<file path="src/rtl/bt_phy_pkg.sv">
// Shared BLE/Bluetooth PHY definitions: CRC engine state encoding, frame mode and
// the standard generator polynomials (implicit top term omitted).
package bt_phy_pkg;

    typedef enum logic [1:0] {
        StIdle = 2'd0,
        StRun  = 2'd1,
        StTail = 2'd2,
        StDone = 2'd3
    } crc_state_e;

    typedef enum logic {
        ModeAppend = 1'b0,
        ModeCheck  = 1'b1
    } crc_mode_e;

    localparam logic [7:0]  BT_HEC_POLY   = 8'hA7;
    localparam logic [23:0] BT_CRC24_POLY = 24'h00065B;
    localparam logic [15:0] CRC16_CCITT   = 16'h1021;

endpackage

</file>
<file path="src/rtl/crc_engine_bluetooth_ble_if.sv">
// Serial frame bus between the bit-serialiser/de-whitener and the CRC engine.
// master: the upstream source that frames bits; slave: the CRC engine.
interface crc_engine_bluetooth_ble_if #(
    parameter int unsigned CRC_W = 8,
    parameter int unsigned CNT_W = 14
);
    logic             mode;
    logic [CRC_W-1:0] seed;
    logic             valid_in;
    logic             data_bit;
    logic             abort;
    logic             busy;
    logic             data_out;
    logic             valid_out;
    logic             flag;
    logic [CNT_W-1:0] num_out;
    logic             done;
    logic             crc_ok;
    logic             crc_err;
    logic             len_err;

    modport master (
        output mode, seed, valid_in, data_bit, abort,
        input  busy, data_out, valid_out, flag, num_out, done, crc_ok, crc_err, len_err
    );

    modport slave (
        input  mode, seed, valid_in, data_bit, abort,
        output busy, data_out, valid_out, flag, num_out, done, crc_ok, crc_err, len_err
    );

endinterface

</file>
<file path="src/rtl/crc_lfsr_bluetooth_ble.sv">
// Bit-serial CRC LFSR. A step with load set folds the first bit into the seed
// directly, so the frame's first bit costs no extra cycle. shift_out drains the
// register MSB first with zero fill while the checksum is being appended.
module crc_lfsr_bluetooth_ble #(
    parameter int unsigned      CRC_W = 8,
    parameter logic [CRC_W-1:0] POLY  = '0
) (
    input  logic             clk,
    input  logic             reset,
    input  logic             load,
    input  logic [CRC_W-1:0] seed,
    input  logic             step,
    input  logic             din,
    input  logic             shift_out,
    output logic [CRC_W-1:0] crc
);
    logic [CRC_W-1:0] crc_q, crc_d, base;
    logic             fb;

    // Next LFSR value: step (from seed or current), drain, or plain load.
    always_comb begin
        base  = load ? seed : crc_q;
        fb    = base[CRC_W-1] ^ din;
        crc_d = crc_q;
        if (step) begin
            crc_d = {base[CRC_W-2:0], 1'b0} ^ (fb ? POLY : '0);
        end else if (shift_out) begin
            crc_d = {crc_q[CRC_W-2:0], 1'b0};
        end else if (load) begin
            crc_d = seed;
        end
    end

    // LFSR register, cleared by the synchronous active-low reset.
    always_ff @(posedge clk) begin
        if (!reset) begin
            crc_q <= '0;
        end else begin
            crc_q <= crc_d;
        end
    end

    assign crc = crc_q;

endmodule

</file>
<file path="src/rtl/crc_engine_bluetooth_ble.sv">
// Bit-serial CRC/HEC engine. APPEND passes the frame through and appends the
// checksum MSB first; CHECK passes the frame through and reports the residue.
module crc_engine_bluetooth_ble
    import bt_phy_pkg::*;
#(
    parameter int unsigned      CRC_W = 8,
    parameter logic [CRC_W-1:0] POLY  = CRC_W'(BT_HEC_POLY),
    parameter int unsigned      CNT_W = 14
) (
    input logic                       clk,
    input logic                       reset,
    crc_engine_bluetooth_ble_if.slave bus
);
    localparam int unsigned      TailW  = $clog2(CRC_W + 1);
    localparam logic [CNT_W-1:0] CntMax = '1;
    localparam int unsigned      MinLen = CRC_W + 1;

    crc_state_e       state_q, state_d;
    crc_mode_e        mode_q, mode_d;
    logic [CNT_W-1:0] cnt_q, cnt_d;
    logic [TailW-1:0] tail_q, tail_d;
    logic [CNT_W-1:0] num_out_q, num_out_d;
    logic             data_out_q, data_out_d;
    logic             valid_out_q, valid_out_d;
    logic             flag_q, flag_d;
    logic             done_q, done_d;
    logic             crc_ok_q, crc_ok_d;
    logic             crc_err_q, crc_err_d;
    logic             len_err_q, len_err_d;

    logic             lfsr_load, lfsr_step, lfsr_shift;
    logic [CRC_W-1:0] lfsr_crc;
    logic [63:0]      total_bits;
    logic [CNT_W-1:0] total_sat;
    logic             frame_short;

    crc_lfsr_bluetooth_ble #(
        .CRC_W (CRC_W),
        .POLY  (POLY)
    ) u_lfsr (
        .clk       (clk),
        .reset     (reset),
        .load      (lfsr_load),
        .seed      (bus.seed),
        .step      (lfsr_step),
        .din       (bus.data_bit),
        .shift_out (lfsr_shift),
        .crc       (lfsr_crc)
    );

    // Payload plus checksum length, clamped to what num_out can hold.
    assign total_bits  = 64'(cnt_q) + 64'(CRC_W);
    assign total_sat   = (total_bits > 64'(CntMax)) ? CntMax : CNT_W'(total_bits);
    // A CHECK frame needs at least one payload bit on top of the checksum.
    assign frame_short = 64'(cnt_q) < 64'(MinLen);

    // FSM next state, counters and registered output values.
    always_comb begin
        state_d     = state_q;
        mode_d      = mode_q;
        cnt_d       = cnt_q;
        tail_d      = tail_q;
        num_out_d   = num_out_q;
        data_out_d  = 1'b0;
        valid_out_d = 1'b0;
        flag_d      = 1'b0;
        done_d      = 1'b0;
        crc_ok_d    = 1'b0;
        crc_err_d   = 1'b0;
        len_err_d   = len_err_q;
        lfsr_load   = 1'b0;
        lfsr_step   = 1'b0;
        lfsr_shift  = 1'b0;

        if (bus.abort) begin
            state_d   = StIdle;
            num_out_d = '0;
        end else begin
            unique case (state_q)
                StIdle: begin
                    if (bus.valid_in) begin
                        state_d     = StRun;
                        mode_d      = crc_mode_e'(bus.mode);
                        lfsr_load   = 1'b1;
                        lfsr_step   = 1'b1;
                        cnt_d       = CNT_W'(1);
                        num_out_d   = '0;
                        len_err_d   = 1'b0;
                        data_out_d  = bus.data_bit;
                        valid_out_d = 1'b1;
                    end
                end
                StRun: begin
                    if (bus.valid_in) begin
                        lfsr_step   = 1'b1;
                        data_out_d  = bus.data_bit;
                        valid_out_d = 1'b1;
                        if (cnt_q == CntMax) begin
                            len_err_d = 1'b1;
                        end else begin
                            cnt_d = cnt_q + CNT_W'(1);
                        end
                    end else if (mode_q == ModeAppend) begin
                        // First checksum bit leaves in the same cycle the frame ends.
                        state_d     = StTail;
                        lfsr_shift  = 1'b1;
                        data_out_d  = lfsr_crc[CRC_W-1];
                        valid_out_d = 1'b1;
                        flag_d      = 1'b1;
                        tail_d      = TailW'(1);
                        num_out_d   = total_sat;
                    end else begin
                        state_d   = StDone;
                        done_d    = 1'b1;
                        num_out_d = cnt_q;
                        crc_ok_d  = (lfsr_crc == '0) && !frame_short;
                        crc_err_d = (lfsr_crc != '0) || frame_short;
                    end
                end
                StTail: begin
                    if (tail_q == TailW'(CRC_W)) begin
                        state_d = StDone;
                        done_d  = 1'b1;
                    end else begin
                        lfsr_shift  = 1'b1;
                        data_out_d  = lfsr_crc[CRC_W-1];
                        valid_out_d = 1'b1;
                        flag_d      = 1'b1;
                        tail_d      = tail_q + TailW'(1);
                    end
                end
                StDone: begin
                    state_d = StIdle;
                end
                default: begin
                    state_d = StIdle;
                end
            endcase
        end
    end

    // State and output registers with synchronous active-low reset.
    always_ff @(posedge clk) begin
        if (!reset) begin
            state_q     <= StIdle;
            mode_q      <= ModeAppend;
            cnt_q       <= '0;
            tail_q      <= '0;
            num_out_q   <= '0;
            data_out_q  <= 1'b0;
            valid_out_q <= 1'b0;
            flag_q      <= 1'b0;
            done_q      <= 1'b0;
            crc_ok_q    <= 1'b0;
            crc_err_q   <= 1'b0;
            len_err_q   <= 1'b0;
        end else begin
            state_q     <= state_d;
            mode_q      <= mode_d;
            cnt_q       <= cnt_d;
            tail_q      <= tail_d;
            num_out_q   <= num_out_d;
            data_out_q  <= data_out_d;
            valid_out_q <= valid_out_d;
            flag_q      <= flag_d;
            done_q      <= done_d;
            crc_ok_q    <= crc_ok_d;
            crc_err_q   <= crc_err_d;
            len_err_q   <= len_err_d;
        end
    end

    assign bus.busy      = (state_q != StIdle);
    assign bus.data_out  = data_out_q;
    assign bus.valid_out = valid_out_q;
    assign bus.flag      = flag_q;
    assign bus.num_out   = num_out_q;
    assign bus.done      = done_q;
    assign bus.crc_ok    = crc_ok_q;
    assign bus.crc_err   = crc_err_q;
    assign bus.len_err   = len_err_q;

endmodule

</file>
<file path="src/flat_wrapper.sv">
// flat-port wrapper written by rule: the top's interface ports become plain ports
module crc_engine_bluetooth_ble_flat import bt_phy_pkg::*;
#(
    parameter int unsigned      CRC_W = 8,
    parameter logic [CRC_W-1:0] POLY  = CRC_W'(BT_HEC_POLY),
    parameter int unsigned      CNT_W = 14
)
  (clk, reset, bus_mode, bus_seed, bus_valid_in, bus_data_bit, bus_abort, bus_busy, bus_data_out, bus_valid_out, bus_flag, bus_num_out, bus_done, bus_crc_ok, bus_crc_err, bus_len_err);
  crc_engine_bluetooth_ble_if #(.CRC_W(CRC_W), .CNT_W(CNT_W)) bus_i ();
  input logic clk;
  input logic reset;
  input wire logic [$bits(bus_i.mode)-1:0] bus_mode;
  input wire logic [$bits(bus_i.seed)-1:0] bus_seed;
  input wire logic [$bits(bus_i.valid_in)-1:0] bus_valid_in;
  input wire logic [$bits(bus_i.data_bit)-1:0] bus_data_bit;
  input wire logic [$bits(bus_i.abort)-1:0] bus_abort;
  output wire logic [$bits(bus_i.busy)-1:0] bus_busy;
  output wire logic [$bits(bus_i.data_out)-1:0] bus_data_out;
  output wire logic [$bits(bus_i.valid_out)-1:0] bus_valid_out;
  output wire logic [$bits(bus_i.flag)-1:0] bus_flag;
  output wire logic [$bits(bus_i.num_out)-1:0] bus_num_out;
  output wire logic [$bits(bus_i.done)-1:0] bus_done;
  output wire logic [$bits(bus_i.crc_ok)-1:0] bus_crc_ok;
  output wire logic [$bits(bus_i.crc_err)-1:0] bus_crc_err;
  output wire logic [$bits(bus_i.len_err)-1:0] bus_len_err;
  assign bus_i.mode = bus_mode;
  assign bus_i.seed = bus_seed;
  assign bus_i.valid_in = bus_valid_in;
  assign bus_i.data_bit = bus_data_bit;
  assign bus_i.abort = bus_abort;
  assign bus_busy = bus_i.busy;
  assign bus_data_out = bus_i.data_out;
  assign bus_valid_out = bus_i.valid_out;
  assign bus_flag = bus_i.flag;
  assign bus_num_out = bus_i.num_out;
  assign bus_done = bus_i.done;
  assign bus_crc_ok = bus_i.crc_ok;
  assign bus_crc_err = bus_i.crc_err;
  assign bus_len_err = bus_i.len_err;
  crc_engine_bluetooth_ble #(.CRC_W(CRC_W), .POLY(POLY), .CNT_W(CNT_W)) u_core (.clk(clk), .reset(reset), .bus(bus_i));
endmodule
</file>
<file path="config.mk">
export PLATFORM = sky130hd
export DESIGN_NAME = crc_engine_bluetooth_ble_flat
export DESIGN_NICKNAME = d
export VERILOG_FILES = /design/src/rtl/bt_phy_pkg.sv /design/src/rtl/crc_engine_bluetooth_ble_if.sv /design/src/rtl/crc_lfsr_bluetooth_ble.sv /design/src/rtl/crc_engine_bluetooth_ble.sv /design/src/flat_wrapper.sv
export SDC_FILE = /design/constraint.sdc
export NUM_CORES = 1
export LEC_CHECK = 0
export ABC_AREA = 1
export CELL_PAD_IN_SITES_DETAIL_PLACEMENT = 0
export CELL_PAD_IN_SITES_GLOBAL_PLACEMENT = 1
export CORE_MARGIN = 5
export CORE_UTILIZATION = 40
export CTS_CLUSTER_DIAMETER = 40
export DETAILED_ROUTE_END_ITERATION = 6
export PLACE_DENSITY_LB_ADDON = 0.1
export SYNTH_ARGS = -nofsm -noshare
export SYNTH_HDL_FRONTEND = slang
export SYNTH_SLANG_ARGS = --single-unit
export TNS_END_PERCENT = 1
</file>
<file path="constraint.sdc">
create_clock -name clk -period 2.4 [get_ports clk]
set_clock_uncertainty 0.2 [all_clocks]
set_input_delay 0.24 -clock clk [delete_from_list [all_inputs] [get_ports clk]]
set_output_delay 0.24 -clock clk [all_outputs]
set_load 0.01 [all_outputs]
</file>
==> impl_metrics.json <==
{
  "vdd_drop_max_mv": 0.247,
  "hold_violations": 0,
  "wire_per_inst_um": 13.4,
  "ys_warn_count": 0,
  "fin_tns_setup_ps": 0,
  "path_clk_slew_ps": 90,
  "synth_area_sq_um": 3070,
  "ys_seq_area_share_pct": 32.6,
  "startpoint": "u_core.state_q[0]$_SDFFE_PP0P_",
  "fmax_mhz": 451,
  "place_congestion": 0.838,
  "fin_nets": 517,
  "fin_hold_ws_ps": 268,
  "r2r_end": "u_core.cnt_q[2]$_SDFFE_PN0P_",
  "grt_use_total_pct": 17.2,
  "vias_per_cell": 5.02,
  "worstSetupPathType": "reg2out",
  "rrSetupSlack_ps": 280,
  "synthTopCellsByArea": "dfxtp_1 33%, nand2_1 13%, nand3_1 8.3%, a21oi_1 6.5%, inv_1 5.9%",
  "cts_resized": 0,
  "grt_max_degree": 18,
  "fin_ws_ps": 182,
  "antenna_found_initial": 0,
  "n_antenna_cell": 0,
  "required_ps": 1960,
  "status": "complete, no violations",
  "cts_setup_buffers": 0,
  "dr.first_iter.drc_count": 87,
  "io_buffers": 35,
  "synth_fp_nets": 476,
  "end_kind": "primary output",
  "hpwl_mm": 6.06,
  "clk_path_buf_depth": 2,
  "grt_pass1_vias": 2917,
  "cts_tree": "done",
  "cts_hold_buffers": 0,
  "num_io_pins": 36,
  "rows": 32,
  "worstMarginPinSlew_ps": 461,
  "synth-seq-cells": 50,
  "synth_cells": 452,
  "synth_top_area_share_pct": 32.6,
  "cts_buffers": 5,
  "crit_end": "bus_busy",
  "drv_cap": 0,
  "leakagePower_nw": 1.43,
  "fp.coreArea_sq_um": 7610,
  "min_from": "u_core.bus.num_out[11]$_SDFFE_PP0P_",
  "placed_cells": 588,
  "num_vias": 2984,
  "h-tree-depth": 2,
  "final_cells": 595,
  "die_height_um": 97.7,
  "clk_latency_ps": 310,
  "root_buffer": "clkbuf_8",
  "drive_gt1_share_pct": 13.6,
  "start_util_pct": 40.4,
  "die_x_um": 97.7,
  "wl_mm": 7.96,
  "setup_violations": 0,
  "reg2regPathDepth": 11,
  "cp.arrival_ps": 1780,
  "fin_crit_ps": 2220,
  "nFillCells": 808,
  "syn_to_final_growth_pct": 19.4,
  "drv_slew": 0,
  "remaining_drc_errors": 0,
  "ys_types": 35,
  "grt_setup_unrepaired": "no",
  "grt_overflow": 0,
  "clock-sinks": 50,
  "r2r_start": "u_core.state_q[1]$_SDFFE_PP0P_",
  "synth_largest_area_cell": "dfxtp_1",
  "slew_headroom_pct": 69.2,
  "hp-class": "reg2reg",
  "power_mw": 1.86,
  "worstPathMaxFanout": 6,
  "dieArea_sq_um": 9540,
  "avgSynthCellArea_sq_um": 6.80,
  "pre_cts_slack_ps": 195,
  "ant_nets": 0,
  "drt_first_pass_iters": 4,
  "grt_pass1_wl_mm": 13.8,
  "powerDensity_nw_per_um2": 506,
  "start_kind": "flip-flop",
  "min_period_over_period_pct": 92.4
}
-- worst min-delay path by stage --
stage	endpoint	slack, ps	cells after the start
after CTS	u_core.bus.num_out[11]$_SDFFE_PP0P_	270	2
after global placement	u_core.bus.num_out[11]$_SDFFE_PP0P_	250	2
after global routing	u_core.bus.num_out[9]$_SDFFE_PP0P_	280	2
final	u_core.bus.num_out[11]$_SDFFE_PP0P_	270	2
after floorplan	u_core.u_lfsr.crc[1]$_SDFF_PN0_	200	2
after detailed placement	u_core.bus.num_out[11]$_SDFFE_PP0P_	250	2
-- state kept, by name (all words and copies together), names as in the netlist --
signal,cells
u_core.state_q,2
u_core.bus.crc_ok,1
u_core.u_lfsr.crc,8
u_core.bus.valid_out,1
u_core.tail_q,4
u_core.bus.data_out,1
u_core.bus.done,1
u_core.bus.flag,1
u_core.bus.num_out,14
u_core.mode_q,1
u_core.cnt_q,14
u_core.bus.len_err,1
u_core.bus.crc_err,1
-- where the power goes --
group          total [mW]  internal (mW)  switching, mW
Combinational       0.356          0.129          0.228
Clock               0.623          0.334          0.289
Sequential          0.876          0.854         0.0221
-- metrics by stage --
stage | util (%) | area [sq um]
floorplan | - | 3070
global placement | 46.7 | 3560
detailed placement | 46.7 | 3560
CTS | 48.2 | 3670
global route | 48.2 | 3670
finish | 48.2 | 3670
-- cell type report --
class | instances | area (sq um) | area share [%]
timing repair buffer | 47 | 440 | 12.0
clock inverter | 1 | 30.0 | 0.819
clock buffer | 6 | 82.6 | 2.25
inverter | 59 | 226 | 6.17
multi-input combinational | 330 | 1760 | 48.0
sequential | 50 | 1000 | 27.3
tap | 102 | 128 | 3.48
-- critical path, stage by stage, from the launching register on --
cell and delay [ps]:
dfxtp_1 420, inv_1 110, ha_1 300, inv_2 100, clkdlybuf4s50_1 550
-- cell families after synthesis --
| kind of cell | share of synthesized area (%) |
|---|---|
| xor gates and xnor gates | 1.14 |
| buffers and inverters | 10.1 |
| AOI/OAI and AO/OA | 13.8 |
| DFF | 32.6 |
| adders and majority gates | 4.07 |
| and+or+nand+nor | 38.2 |
-- synth_stat cells --
cell,number
a21oi_1,40
a21oi_2,1
a311oi_1,1
a31oi_1,1
and2_1,1
buf_2,5
buf_4,3
buf_6,1
buf_8,1
clkbuf_1,3
dfxtp_1,50
ha_1,10
inv_1,48
inv_2,10
inv_6,1
nand2_1,105
nand2_2,12
nand2_4,2
nand3_1,51
nand3_2,3
nand3_4,2
nand3b_1,1
nand4_1,8
nor2_1,34
nor2_2,4
nor2_4,5
nor2_8,2
nor3_1,5
nor4_1,3
o211ai_1,5
o21ai_0,24
o21ai_2,5
or2_2,1
xnor2_1,1
xor2_1,3
-- layout by cell type, fill, tap and decap left out, types with 2 or more instances in the layout --
| master | n |
|---|---|
| o21ai_2 | 5 |
| nand2_2 | 12 |
| nand3_1 | 51 |
| xor2_1 | 3 |
| o21ai_0 | 24 |
| nand3_4 | 2 |
| clkbuf_8 | 6 |
| nor4_1 | 3 |
| nand2_1 | 105 |
| nor3_1 | 5 |
| nor2_2 | 4 |
| ha_1 | 10 |
| dfxtp_1 | 50 |
| nand2_4 | 2 |
| buf_4 | 12 |
| nor2_4 | 5 |
| nor2_8 | 2 |
| o211ai_1 | 5 |
| inv_2 | 10 |
| inv_1 | 48 |
| nand4_1 | 8 |
| nor2_1 | 34 |
| clkdlybuf4s50_1 | 35 |
| nand3_2 | 3 |
| a21oi_1 | 40 |
-- metal layers --
| layer | vias up | wire, um | global-route usage, % |
|---|---|---|---|
| met5 | - | 0 | 0 |
| met4 | 0 | 71 | 3.94 |
| met3 | 8 | 245 | 2.94 |
| met2 | 51 | 3970 | 30.3 |
| met1 | 1373 | 3670 | 21.8 |
| li1 | 1552 | - | - |
No activity file was read; power rests on OpenSTA's default activity.
